**src/rtl/mem_pkg.sv**
```systemverilog
// Purpose: shared types and lane helpers for the SRAM load/store initiator.
// Latency: none (types and pure functions only).
// Backpressure: n/a.
// Contents: size_e, state_e, lane_extract, lane_merge, align_lo, is_misaligned.
package mem_pkg;

  typedef enum logic [1:0] {
    SZ_B   = 2'd0,
    SZ_H   = 2'd1,
    SZ_W   = 2'd2,
    SZ_RSV = 2'd3
  } size_e;

  typedef enum logic [1:0] {
    ST_IDLE = 2'd0,
    ST_RD   = 2'd1,
    ST_MRG  = 2'd2,
    ST_RSP  = 2'd3
  } state_e;

  // Pull a byte/half out of a little-endian word and extend it to 32 bits.
  function automatic logic [31:0] lane_extract(input logic [31:0] word,
                                               input logic [1:0]  addr_lo,
                                               input size_e       size,
                                               input logic        is_unsigned);
    logic [7:0]  b;
    logic [15:0] h;
    logic [31:0] r;
    case (addr_lo)
      2'd0:    b = word[7:0];
      2'd1:    b = word[15:8];
      2'd2:    b = word[23:16];
      default: b = word[31:24];
    endcase
    h = addr_lo[1] ? word[31:16] : word[15:0];
    case (size)
      SZ_B:    r = is_unsigned ? {24'h0, b} : {{24{b[7]}}, b};
      SZ_H:    r = is_unsigned ? {16'h0, h} : {{16{h[15]}}, h};
      default: r = word;
    endcase
    return r;
  endfunction

  // Overwrite one byte/half lane of a word with right-aligned store data.
  function automatic logic [31:0] lane_merge(input logic [31:0] word,
                                             input logic [31:0] wdata,
                                             input logic [1:0]  addr_lo,
                                             input size_e       size);
    logic [31:0] r;
    r = word;
    case (size)
      SZ_B: begin
        case (addr_lo)
          2'd0:    r[7:0]   = wdata[7:0];
          2'd1:    r[15:8]  = wdata[7:0];
          2'd2:    r[23:16] = wdata[7:0];
          default: r[31:24] = wdata[7:0];
        endcase
      end
      SZ_H: begin
        if (addr_lo[1]) r[31:16] = wdata[15:0];
        else            r[15:0]  = wdata[15:0];
      end
      default: r = wdata;
    endcase
    return r;
  endfunction

  // Force the low address bits to the natural alignment of the access.
  function automatic logic [1:0] align_lo(input logic [1:0] addr_lo, input size_e size);
    case (size)
      SZ_B:    return addr_lo;
      SZ_H:    return {addr_lo[1], 1'b0};
      default: return 2'b00;
    endcase
  endfunction

  function automatic logic is_misaligned(input logic [1:0] addr_lo, input size_e size);
    case (size)
      SZ_B:    return 1'b0;
      SZ_H:    return addr_lo[0];
      SZ_W:    return addr_lo != 2'b00;
      default: return 1'b1;
    endcase
  endfunction

endpackage

```
**src/rtl/mem_lane.sv**
```systemverilog
// Purpose: combinational lane extract (loads) and lane merge (sub-word stores).
// Latency: 0 cycles, purely combinational.
// Backpressure: none; outputs follow inputs.
// Ports: word (SRAM read data), wdata, addr_lo, size, is_unsigned -> ext, merged.
module mem_lane
  import mem_pkg::*;
(
  input  logic [31:0] word,
  input  logic [31:0] wdata,
  input  logic [1:0]  addr_lo,
  input  size_e       size,
  input  logic        is_unsigned,
  output logic [31:0] ext,
  output logic [31:0] merged
);

  assign ext    = lane_extract(word, addr_lo, size, is_unsigned);
  assign merged = lane_merge(word, wdata, addr_lo, size);

endmodule

```
**src/rtl/mem_req_ctrl.sv**
```systemverilog
// Purpose: byte/half/word load-store initiator for one SRAM port; sub-word stores via read-modify-write.
// Latency: load and sub-word store respond in T+2, word store (and rejected access) in T+1.
// Backpressure: one request in flight; req_ready low until the response is taken, rsp_ready low holds RSP.
// Ports: req_* (valid/ready request), rsp_* (valid/ready response), mem_* (SRAM port, 1-cycle read).
// Build option: define MISALIGN_CHK_EN to reject misaligned / reserved-size accesses with rsp_err.
module mem_req_ctrl
  import mem_pkg::*;
#(
  parameter int AW = 10,
  parameter int DW = 32
) (
  input  logic          clk,
  input  logic          rst_n,
  input  logic          req_valid,
  output logic          req_ready,
  input  logic          req_we,
  input  logic [1:0]    req_size,
  input  logic          req_unsigned,
  input  logic [AW+1:0] req_addr,
  input  logic [DW-1:0] req_wdata,
  output logic          rsp_valid,
  input  logic          rsp_ready,
  output logic [DW-1:0] rsp_rdata,
  output logic          rsp_err,
  output logic          mem_en,
  output logic          mem_wen,
  output logic [AW-1:0] mem_addr,
  output logic [DW-1:0] mem_din,
  input  logic [DW-1:0] mem_dout
);

  typedef struct packed {
    logic [AW-1:0] waddr;
    logic [1:0]    lo;
    size_e         size;
    logic          uns;
    logic [31:0]   wdata;
  } req_t;

  state_e      state_q, state_d;
  req_t        req_q;
  logic [31:0] rdata_q;
  logic        accept;
  size_e       in_size;
  logic [1:0]  in_lo;
  logic        in_bad;
  logic [31:0] lane_ext;
  logic [31:0] lane_merged;

  // Gating with rst_n keeps the SRAM port and handshake quiet while reset is held.
  assign req_ready = rst_n && (state_q == ST_IDLE);
  assign accept    = req_valid && req_ready;
  assign rsp_valid = (state_q == ST_RSP);
  assign rsp_rdata = rdata_q;

  always_comb begin
    in_size = size_e'(req_size);
`ifdef MISALIGN_CHK_EN
    in_lo   = req_addr[1:0];
    in_bad  = is_misaligned(req_addr[1:0], in_size);
`else
    if (in_size == SZ_RSV) in_size = SZ_W;
    in_lo   = align_lo(req_addr[1:0], in_size);
    in_bad  = 1'b0;
`endif
  end

  mem_lane u_lane (
    .word        (mem_dout),
    .wdata       (req_q.wdata),
    .addr_lo     (req_q.lo),
    .size        (req_q.size),
    .is_unsigned (req_q.uns),
    .ext         (lane_ext),
    .merged      (lane_merged)
  );

  always_comb begin
    state_d  = state_q;
    mem_en   = 1'b0;
    mem_wen  = 1'b0;
    mem_addr = req_q.waddr;
    mem_din  = lane_merged;
    case (state_q)
      ST_IDLE: begin
        // Accept cycle drives the port straight from the request inputs.
        mem_addr = req_addr[AW+1:2];
        mem_din  = req_wdata;
        if (accept) begin
          if (in_bad) begin
            state_d = ST_RSP;
          end else if (!req_we) begin
            mem_en  = 1'b1;
            state_d = ST_RD;
          end else if (in_size == SZ_W) begin
            mem_en  = 1'b1;
            mem_wen = 1'b1;
            state_d = ST_RSP;
          end else begin
            mem_en  = 1'b1;
            state_d = ST_MRG;
          end
        end
      end
      ST_RD: begin
        state_d = ST_RSP;
      end
      ST_MRG: begin
        // mem_dout holds the word read in the accept cycle; write it back merged.
        mem_en  = 1'b1;
        mem_wen = 1'b1;
        state_d = ST_RSP;
      end
      ST_RSP: begin
        if (rsp_ready) state_d = ST_IDLE;
      end
      default: state_d = ST_IDLE;
    endcase
  end

  always_ff @(posedge clk or negedge rst_n) begin
    if (!rst_n) begin
      state_q <= ST_IDLE;
      req_q   <= '0;
      rdata_q <= '0;
    end else begin
      state_q <= state_d;
      if (accept) begin
        req_q.waddr <= req_addr[AW+1:2];
        req_q.lo    <= in_lo;
        req_q.size  <= in_size;
        req_q.uns   <= req_unsigned;
        req_q.wdata <= req_wdata;
        // Stores and rejected accesses return zero; loads overwrite this in RD.
        rdata_q     <= '0;
      end
      if (state_q == ST_RD) rdata_q <= lane_ext;
    end
  end

`ifdef MISALIGN_CHK_EN
  logic err_q;
  always_ff @(posedge clk or negedge rst_n) begin
    if (!rst_n)      err_q <= 1'b0;
    else if (accept) err_q <= in_bad;
  end
  assign rsp_err = err_q;
`else
  assign rsp_err = 1'b0;
`endif

endmodule

```
**config.mk**
```make
export PLATFORM = sky130hd
export DESIGN_NAME = mem_req_ctrl
export DESIGN_NICKNAME = d
export VERILOG_FILES = /design/src/rtl/mem_pkg.sv /design/src/rtl/mem_lane.sv /design/src/rtl/mem_req_ctrl.sv
export SDC_FILE = /design/constraint.sdc
export NUM_CORES = 1
export LEC_CHECK = 0
export CORE_UTILIZATION = 30
export DETAILED_ROUTE_END_ITERATION = 16
export PLACE_DENSITY = 0.58
export RECOVER_POWER = 100
export SYNTH_ARGS = -nofsm -noshare
export SYNTH_HDL_FRONTEND = slang
export SYNTH_SLANG_ARGS = --single-unit
```
**constraint.sdc**
```tcl
create_clock -name clk -period 2.2 [get_ports clk]
set_clock_uncertainty 0.1 [all_clocks]
set_input_delay 0.66 -clock clk [delete_from_list [all_inputs] [get_ports clk]]
set_output_delay 0.66 -clock clk [all_outputs]
set_load 0.05 [all_outputs]
```
## Word-level counts from Yosys, hierarchy flattened

Cells that the tools add are included.

| word-level totals | value |
|---|---|
| flip-flop bits (word level) | 81 |
| output and inout port bits | 79 |

| operators by class | value |
|---|---|
| eq/ne operators | 11 |
| multiplexer cells | 29 |
| reduce and logical (&&, ||, !) cells | 10 |

Operator list:

| cell | count |
|---|---|
| 32-bit 2-to-1 mux | 5 |
| 32-bit case mux with 2 select lines | 2 |
| 16-bit 2-to-1 mux | 3 |
| 8-bit 2-to-1 mux | 4 |
| 8-bit case mux with 3 select lines | 1 |
| 2-bit equality test, second input constant | 5 |
| 10-bit 2-to-1 mux | 1 |
| 2-bit by 1-bit equality test with 1-bit output, second input constant | 4 |
| 2-bit zero test | 4 |
| 2-bit 2-to-1 mux | 4 |
| 2-bit case mux with 3 select lines | 1 |
| 1-bit 2-to-1 mux | 5 |
| 1-bit case mux with 2 select lines | 2 |
| 2-bit case mux with 2 select lines | 1 |
| 3-bit OR reduction | 1 |
| 1-bit logical AND | 2 |
| 2-bit by 1-bit inequality test with 1-bit output, second input constant | 1 |
| 2-bit inequality test, second input constant | 1 |
| 2-bit AND reduction | 1 |
| 2-bit nonzero test | 1 |
| 2-bit OR reduction | 1 |

## Longest topological paths before layout

Gate-level depths: netlist of run 1.

| logic depth | value |
|---|---|
| depth in word-level cells | 7 |
| gate-level depth with buffers | 9 |
| depth with buffers taken out | 6 |

## Modules after synthesis

A second synthesis of run 1 with hierarchy kept.

| unflattened totals | value |
|---|---|
| cell total of the unflattened synthesis | 568 |
| area total of the unflattened synthesis | 5617.9 sq um |

By module, submodules not included:

| module | times used | cells each | area an instance (sq um) |
|---|---|---|---|
| mem_req_ctrl | 1 | 317 | 3689.8 |
| mem_lane | 1 | 251 | 1928.1 |

## Least setup slack after synthesis of run 1

No wires, ideal clock.

| timing | value |
|---|---|
| path kind | register to output |
| start | register req_q[35] in the netlist's numbering |
| end | output port mem_din[16] |
| data arrival time | 2085 ps |
| data required time | 1440 ps |
| slack | -645 ps |
| cell stages (with the launch flop) | 6 |
| path buffers | 1 |
| path through | dfrtp_1 -> buf_2 -> nor2b_1 -> nor3_1 -> nand2_1 -> a21oi_1 |

| on the way | value |
|---|---|
| word-level cells in the longest chain between the ends | 4 |

RTL lines:

| what | RTL line | source |
|---|---|---|
| start: declaration | mem_req_ctrl.sv:41 | `req_t req_q;` |
| 2-bit equality test | mem_pkg.sv:53 | `case (addr_lo)` |
| 8-bit 2-to-1 mux | mem_pkg.sv:53 |  |
| 32-bit case mux with 2 select lines | mem_pkg.sv:51 | `case (size)` |
| 32-bit 2-to-1 mux | mem_req_ctrl.sv:84 | `case (state_q)` |
| end: declaration | mem_req_ctrl.sv:28 | `output logic [DW-1:0] mem_din,` |

No other way between the ends.

## Worst setup path in the final report of run 1

| timing | value |
|---|---|
| start | register req_q[35] in the netlist's numbering |
| end | output port mem_din[25] |

| on the way | value |
|---|---|
| word-level cells in the longest chain between the ends | 5 |
| elaborated cells on any way between the ends | 7 |

RTL lines:

| what | RTL line |
|---|---|
| 2-bit by 1-bit equality test with 1-bit output (tied with other cells) | mem_pkg.sv:53 |
| 3-bit OR reduction (no source line) (*) | - |
| 8-bit 2-to-1 mux (*) | mem_pkg.sv:53 |
| 32-bit case mux with 2 select lines (*) | mem_pkg.sv:51 |
| 32-bit 2-to-1 mux (*) | mem_req_ctrl.sv:84 |

Every way passes the cells marked *; elsewhere a longest branch is shown, timed or not.

==> flow_summary.ini, run 1 <==
[outcome]
status = finished, violations left
violations = negative setup slack

[critical_path]
timing.rr.end = req_q[35]$_DFFE_PN0P_
end_kind = output pin
crit_family = buffers and inverters
critPathBufInv = 4
cp-startpoint = req_q[35]$_DFFE_PN0P_
worstSetupPathType = reg2out
cp_max_fo = 7
cp_data_required_time_ns = 1.44
cp-endpoint = mem_din[25]
cpMostUsedCell = buf_12
path_cells = buf_4 -> buf_6 -> nand2_4 -> buf_12 -> mux2_4 -> nand2_2 -> a32oi_4 -> buf_12
worst-path-stages = 8
worst-r2r-cell-count = 10
slowest_delay_ns = 0.48
r2r-start = state_q[0]$_DFFE_PN0P_
slowest_stage = dfrtp_2
ff2ff_setup_slack_ns = -0.10
worstPathArrival_ns = 2.00
crit_path_start_kind = flip-flop

[route]
drc = 0
drt-total-wl_mm = 22.2
wire_per_inst_um = 20.4
antenna_left = 0
first_pass_iters = 5
drtIter0Drc = 375
num_vias = 5795
avgViaCountPerCell = 5.32

[cts]
cts_max_level = 3
cts_sinks = 81
clockBufferDepth = 2
ctsHoldBuffers = 0
cts_tree = done
numCtsBuffers = 9
worst_skew_pair.late_latency_ns = 0.35
path_clk_slew_ns = 0.06
cts_root_buf = clkbuf_16

[final_layout]
fill_cells = 1397
drive_above_1_share = 0.418
stdcell_area_um2 = 9630
final_util = 0.604
n_antenna_cell = 0
layout.nets = 957
synthToLayoutAreaGrowth_pct = 95.2
final_cell_count_no_fill = 1089

[yosys]
seq_area_frac_synth = 0.411
yosysTopAreaCellShare = 0.411
synth_edf_count = 0
synth_seq_cells = 81
synth.most_common_cell = nand2_1
yosys_warnings = 0
yosys-top-cells-area = dfrtp_1 (41%), nand2_1 (13%), a221oi_1 (3.9%)
yosys.area.top_type = dfrtp_1
synthFlopType = dfrtp_1
syn_avg_cell_area_um2 = 8.64
async_reset_ff_frac = 1.00
yosys-top-cells-count = nand2_1 (170), dfrtp_1 (81), clkbuf_1 (35)
synth.distinct_cells = 50
synthCells = 571
syn_nets = 660
synth.cell_area_um2 = 4930

[sta]
finalHoldViolCount = 0
hold-worst-slack_ns = 0.383
min_period_ns = 2.76
max_freq_mhz = 363
setup_ws_ns = -0.557
post-route-period-util = 1.25
setup_violations = 107
timing.setup.tns_ns = -21.30
slew_violations = 0
rsz0062_at_grt = true
worst_pin_slew_ns = 1.04
slew_headroom = 0.306

[global_route]
antenna_found_initial = 0
grt_overflow = 0
grt_pass1_wl_mm = 34.0
grt_pass1_vias = 5922
grtUsageTotal = 0.269
grt_max_degree = 72

[floorplan]
rows = 46
core_um2 = 15900
start_util = 0.309
dieWidth_um = 130
fp.dieArea_um2 = 17000
dieHeight_um = 130
ios = 163

[power]
p_leak_nw = 4.23
peakVddDrop_v = 0.00151
power_density_nw_per_um2 = 1990
p_total_mw = 19.2

[placed_design]
placed_area_um2 = 8440
place_ws_ns = -0.710
dp.cells = 1033
gp_congestion = 0.813
dpl.hpwl_mm = 16.0
portBuffers = 161

[worst_hold_path]
holdCritPathClass = reg2reg

[job]
drv_cap = 0
==> cell usage in the layout (no fill, tap or decap), types with 9 or more instances in the layout <==
cell             Yosys  final
nand2_1            170    156
buf_4                2    132
dfrtp_1             81     77
clkdlybuf4s50_1      0     66
buf_12               0     39
clkbuf_1            35     35
buf_6                2     24
mux2_4               0     18
o21ai_4              0     18
a221o_1             16     16
o21ai_0             16     16
nor2b_1             18     15
dlygate4sd2_1        0     15
buf_8                0     12
a221oi_4             0     11
a21oi_1             22     11
nand2_2              1     10
clkbuf_16            0     10
inv_1               11      9
a21oi_4              0      9
o21ai_1             25      9
==> registers in the layout, indices dropped and copies added (netlist names) <==
register	count
req_q	47
rsp_rdata	32
state_q	2
==> logic make-up after synthesis <==
group | after synthesis | synth area share
AO/OA/AOI/OAI | 168 | 0.248
adder cells (fa/ha/maj) | 5 | 0.0127
buffers and inverters | 60 | 0.0520
flip-flops | 81 | 0.411
multiplexers | 38 | 0.0834
other | 1 | 0.000760
AND/OR/NAND/NOR | 218 | 0.192
==> per-layer routing <==
layer / vias to the layer above / wire, um / GRT usage / share of wire
met1: 2906 / 10000 / 0.360 / 0.45
met4: 0 / 382 / 0.0800 / 0.017
met5: - / 0 / 0 / 0
met2: 184 / 10800 / 0.445 / 0.48
li1: 2680 / - / - / -
met3: 25 / 1110 / 0.0447 / 0.050
==> how the worst min path moves through the flow <==
stage	startpoint	end	slack, ns	depth (start not counted)
global route	req_q[39]$_DFFE_PN0P_	req_q[39]$_DFFE_PN0P_	0.40	2
detailed placement	req_q[44]$_DFFE_PN0P_	req_q[44]$_DFFE_PN0P_	0.37	2
floorplan	rst_n	req_q[0]$_DFFE_PN0P_	0.26	0
CTS	rst_n	req_q[41]$_DFFE_PN0P_	0.31	3
global placement	req_q[39]$_DFFE_PN0P_	req_q[39]$_DFFE_PN0P_	0.36	2
finish	req_q[44]$_DFFE_PN0P_	req_q[44]$_DFFE_PN0P_	0.38	2
==> power breakdown <==
part           switching, mW  internal, mW  total (mW)
logic                   8.08          6.64        14.7
registers              0.654          2.21        2.86
clock network          0.648         0.996        1.64
==> layout make-up <==
class | count | area (um^2) | area share
clock buffers | 9 | 225 | 0.0234
clock inverters | 7 | 92.6 | 0.00961
inverters | 12 | 45.0 | 0.00468
multi-input cells | 431 | 3670 | 0.381
flip-flops and latches | 81 | 2030 | 0.211
well taps | 216 | 270 | 0.0281
repair buffers | 333 | 3300 | 0.342
==> timing repair <==
item                       CTS  global route
gates cloned                 6             1
pin swaps                   26            11
setup endpoints to repair   62            70
gates resized for setup    135            30
buffers inserted            29             8
==> worst min-delay path, stage by stage, from the launching register on <==
cell     delay (ns)
dfrtp_1        0.34
nand2_1        0.05
nand2_1        0.05
No activity file was read; power rests on OpenSTA's default activity.
==> run 2: changes to the inputs <==
CTS_CLUSTER_SIZE = 8   (was unset)
==> results of run 2 <==
No change in the layout: final DEF, timing and power equal those of run 1.
==> run 3: changes to the inputs <==
GPL_TIMING_DRIVEN = 0   (was unset)
RECOVER_POWER = 25   (was 100)
==> run 3 against run 2 <==
Against the previous run: the flow still finishes with violations (negative setup slack); clock-buffer cell count grew 1; final cell count shrank 6.5%; worst hold slack lost 0.29 ns; critical path depth shrank 3; first-iteration DRC count shrank 13%; register-to-register slack gained 0.11 ns; utilization shrank 2.6 points; routed wire length shrank 2.8%; setup slack lost 0.13 ns; largest cell class unchanged.
==> flow_summary.ini, run 3 (synthesized netlist as in run 1, its figures left out) <==
[critical_path]
cp_max_fo = 6
slowest_stage = a222oi_1
slowest_delay_ns = 0.56
worstSetupPathType = reg2out
end_kind = output pin
crit_path_start_kind = flip-flop
path_cells = nand2b_4 -> mux2_4 -> a222oi_1 -> o21ai_4 -> buf_6
worstPathArrival_ns = 2.12
worst-r2r-cell-count = 8
cp_data_required_time_ns = 1.44

[route]
drt-total-wl_mm = 21.6
wire_per_inst_um = 21.2
avgViaCountPerCell = 5.43
antenna_left = 0
drtIter0Drc = 325
first_pass_iters = 5
num_vias = 5532
drc = 0

[sta]
post-route-period-util = 1.31
max_freq_mhz = 347
rsz0062_at_grt = true
finalHoldViolCount = 0
setup_violations = 45
slew_violations = 0
worst_pin_slew_ns = 0.606
slew_headroom = 0.596
timing.setup.tns_ns = -21.83
min_period_ns = 2.88
setup_ws_ns = -0.684

[final_layout]
drive_above_1_share = 0.369
largest_reg_flops = 47
synthToLayoutAreaGrowth_pct = 86.7
regMostFlops = req_q
final_cell_count_no_fill = 1018
n_antenna_cell = 0
final_common_cell = nand2_1
final_cell_mix = nand2_1 (161), dfrtp_1 (79), clkdlybuf4s50_1 (64)
layout.nets = 886
stdcell_area_um2 = 9210

[global_route]
grt_max_degree = 47
grt_pass1_wl_mm = 32.3
grt_overflow = 0
grtUsageTotal = 0.260
grt_pass1_vias = 5603
antenna_found_initial = 0

[floorplan]
start_util = 0.309
rows = 46
dieHeight_um = 130
ios = 163
fp.dieArea_um2 = 17000
dieWidth_um = 130
core_um2 = 15900

[placed_design]
dp.cells = 949
placed_area_um2 = 7510
gp_congestion = 0.872
dpl.hpwl_mm = 15.9
portBuffers = 161
place_ws_ns = -1.59

[cts]
cts_sinks = 81
cts_root_buf = clkbuf_16
numCtsBuffers = 9
worst_skew_pair.late_latency_ns = 0.35
cts_max_level = 3
path_clk_slew_ns = 0.06
cts_tree = done
clockBufferDepth = 2

[outcome]
status = finished, violations left
violations = negative setup slack

[worst_hold_path]
holdCritPathClass = in2async

[job]
drv_cap = 0
-- run 3: changes by cell type in the layout (fill, tap and decap cells not counted), sizes merged --
cell and change:
clkdlybuf4s50 -2, clkbuf -19, inv -4, nand2b -1
clkinvlp +3, clkinv -1, buf -82, bufinv +1
dlygate4sd2 +33, dlymetal6s2s +1
-- run 3: through the flow --
step	hold slack, ns	utilization
2_1_floorplan	0.264	-
3_3_place_gp	0.360	0.469
3_5_place_dp	0.366	0.471
4_1_cts	0.0976	0.550
5_1_grt	0.115	0.578
6_report	0.0912	0.578
-- run 3: area by class of cell --
type | instances | area, um^2
inverters | 12 | 52.6
clock inverters | 6 | 115
plain buffers | 39 | 374
clock buffers | 10 | 239
fillers | 1386 | 6730
multi-input cells | 430 | 3850
flip-flops and latches | 81 | 2030
repair buffers | 224 | 2290
well taps | 216 | 270
-- run 3: worst paths after layout --
check	from	endpoint	slack, ns
setup / recovery	req_q[36]$_DFFE_PN0P_	mem_din[14]	-0.68
hold / removal	rst_n	rsp_rdata[27]$_DFFE_PN0P_	0.09
setup reg to reg	req_q[36]$_DFFE_PN0P_	rsp_rdata[18]$_DFFE_PN0P_	0.01
hold reg to reg	req_q[42]$_DFFE_PN0P_	req_q[42]$_DFFE_PN0P_	0.38
max in group asynchronous	rst_n	req_q[34]$_DFFE_PN0P_	1.34
min in group clk	req_q[42]$_DFFE_PN0P_	req_q[42]$_DFFE_PN0P_	0.38
-- run 3: metal layers --
metal / part of all wire / GRT usage / vias up / routed length, um
met5: 0 / 0 / - / 0
met4: 0.029 / 0.101 / 0 / 628
met3: 0.064 / 0.0418 / 46 / 1390
met2: 0.47 / 0.426 / 236 / 10200
met1: 0.44 / 0.342 / 2700 / 9430
li1: - / - / 2550 / -
-- run 3: what timing repair did --
action                     4_1_cts  5_1_grt
resized for setup              496       99
hold buffers                     0        0
setup endpoints to repair       96       73
setup buffers                   28       32
pin swaps                       32       21
cloned                           2        0
-- run 3: worst max-delay path: cells and delay by family, from the launching register on --
| kind | cells | cell delay (ns) |
|---|---|---|
| and+or+nand+nor | 1 | 0.20 |
| DFF | 1 | 0.45 |
| muxes | 1 | 0.30 |
| buffers and inverters | 1 | 0.17 |
| AOI/OAI and AO/OA | 2 | 0.65 |
Power of run 3 is left out: the tool's default activity adds up to more than one toggle a clock period on the data nets, which glitch-free logic cannot reach.
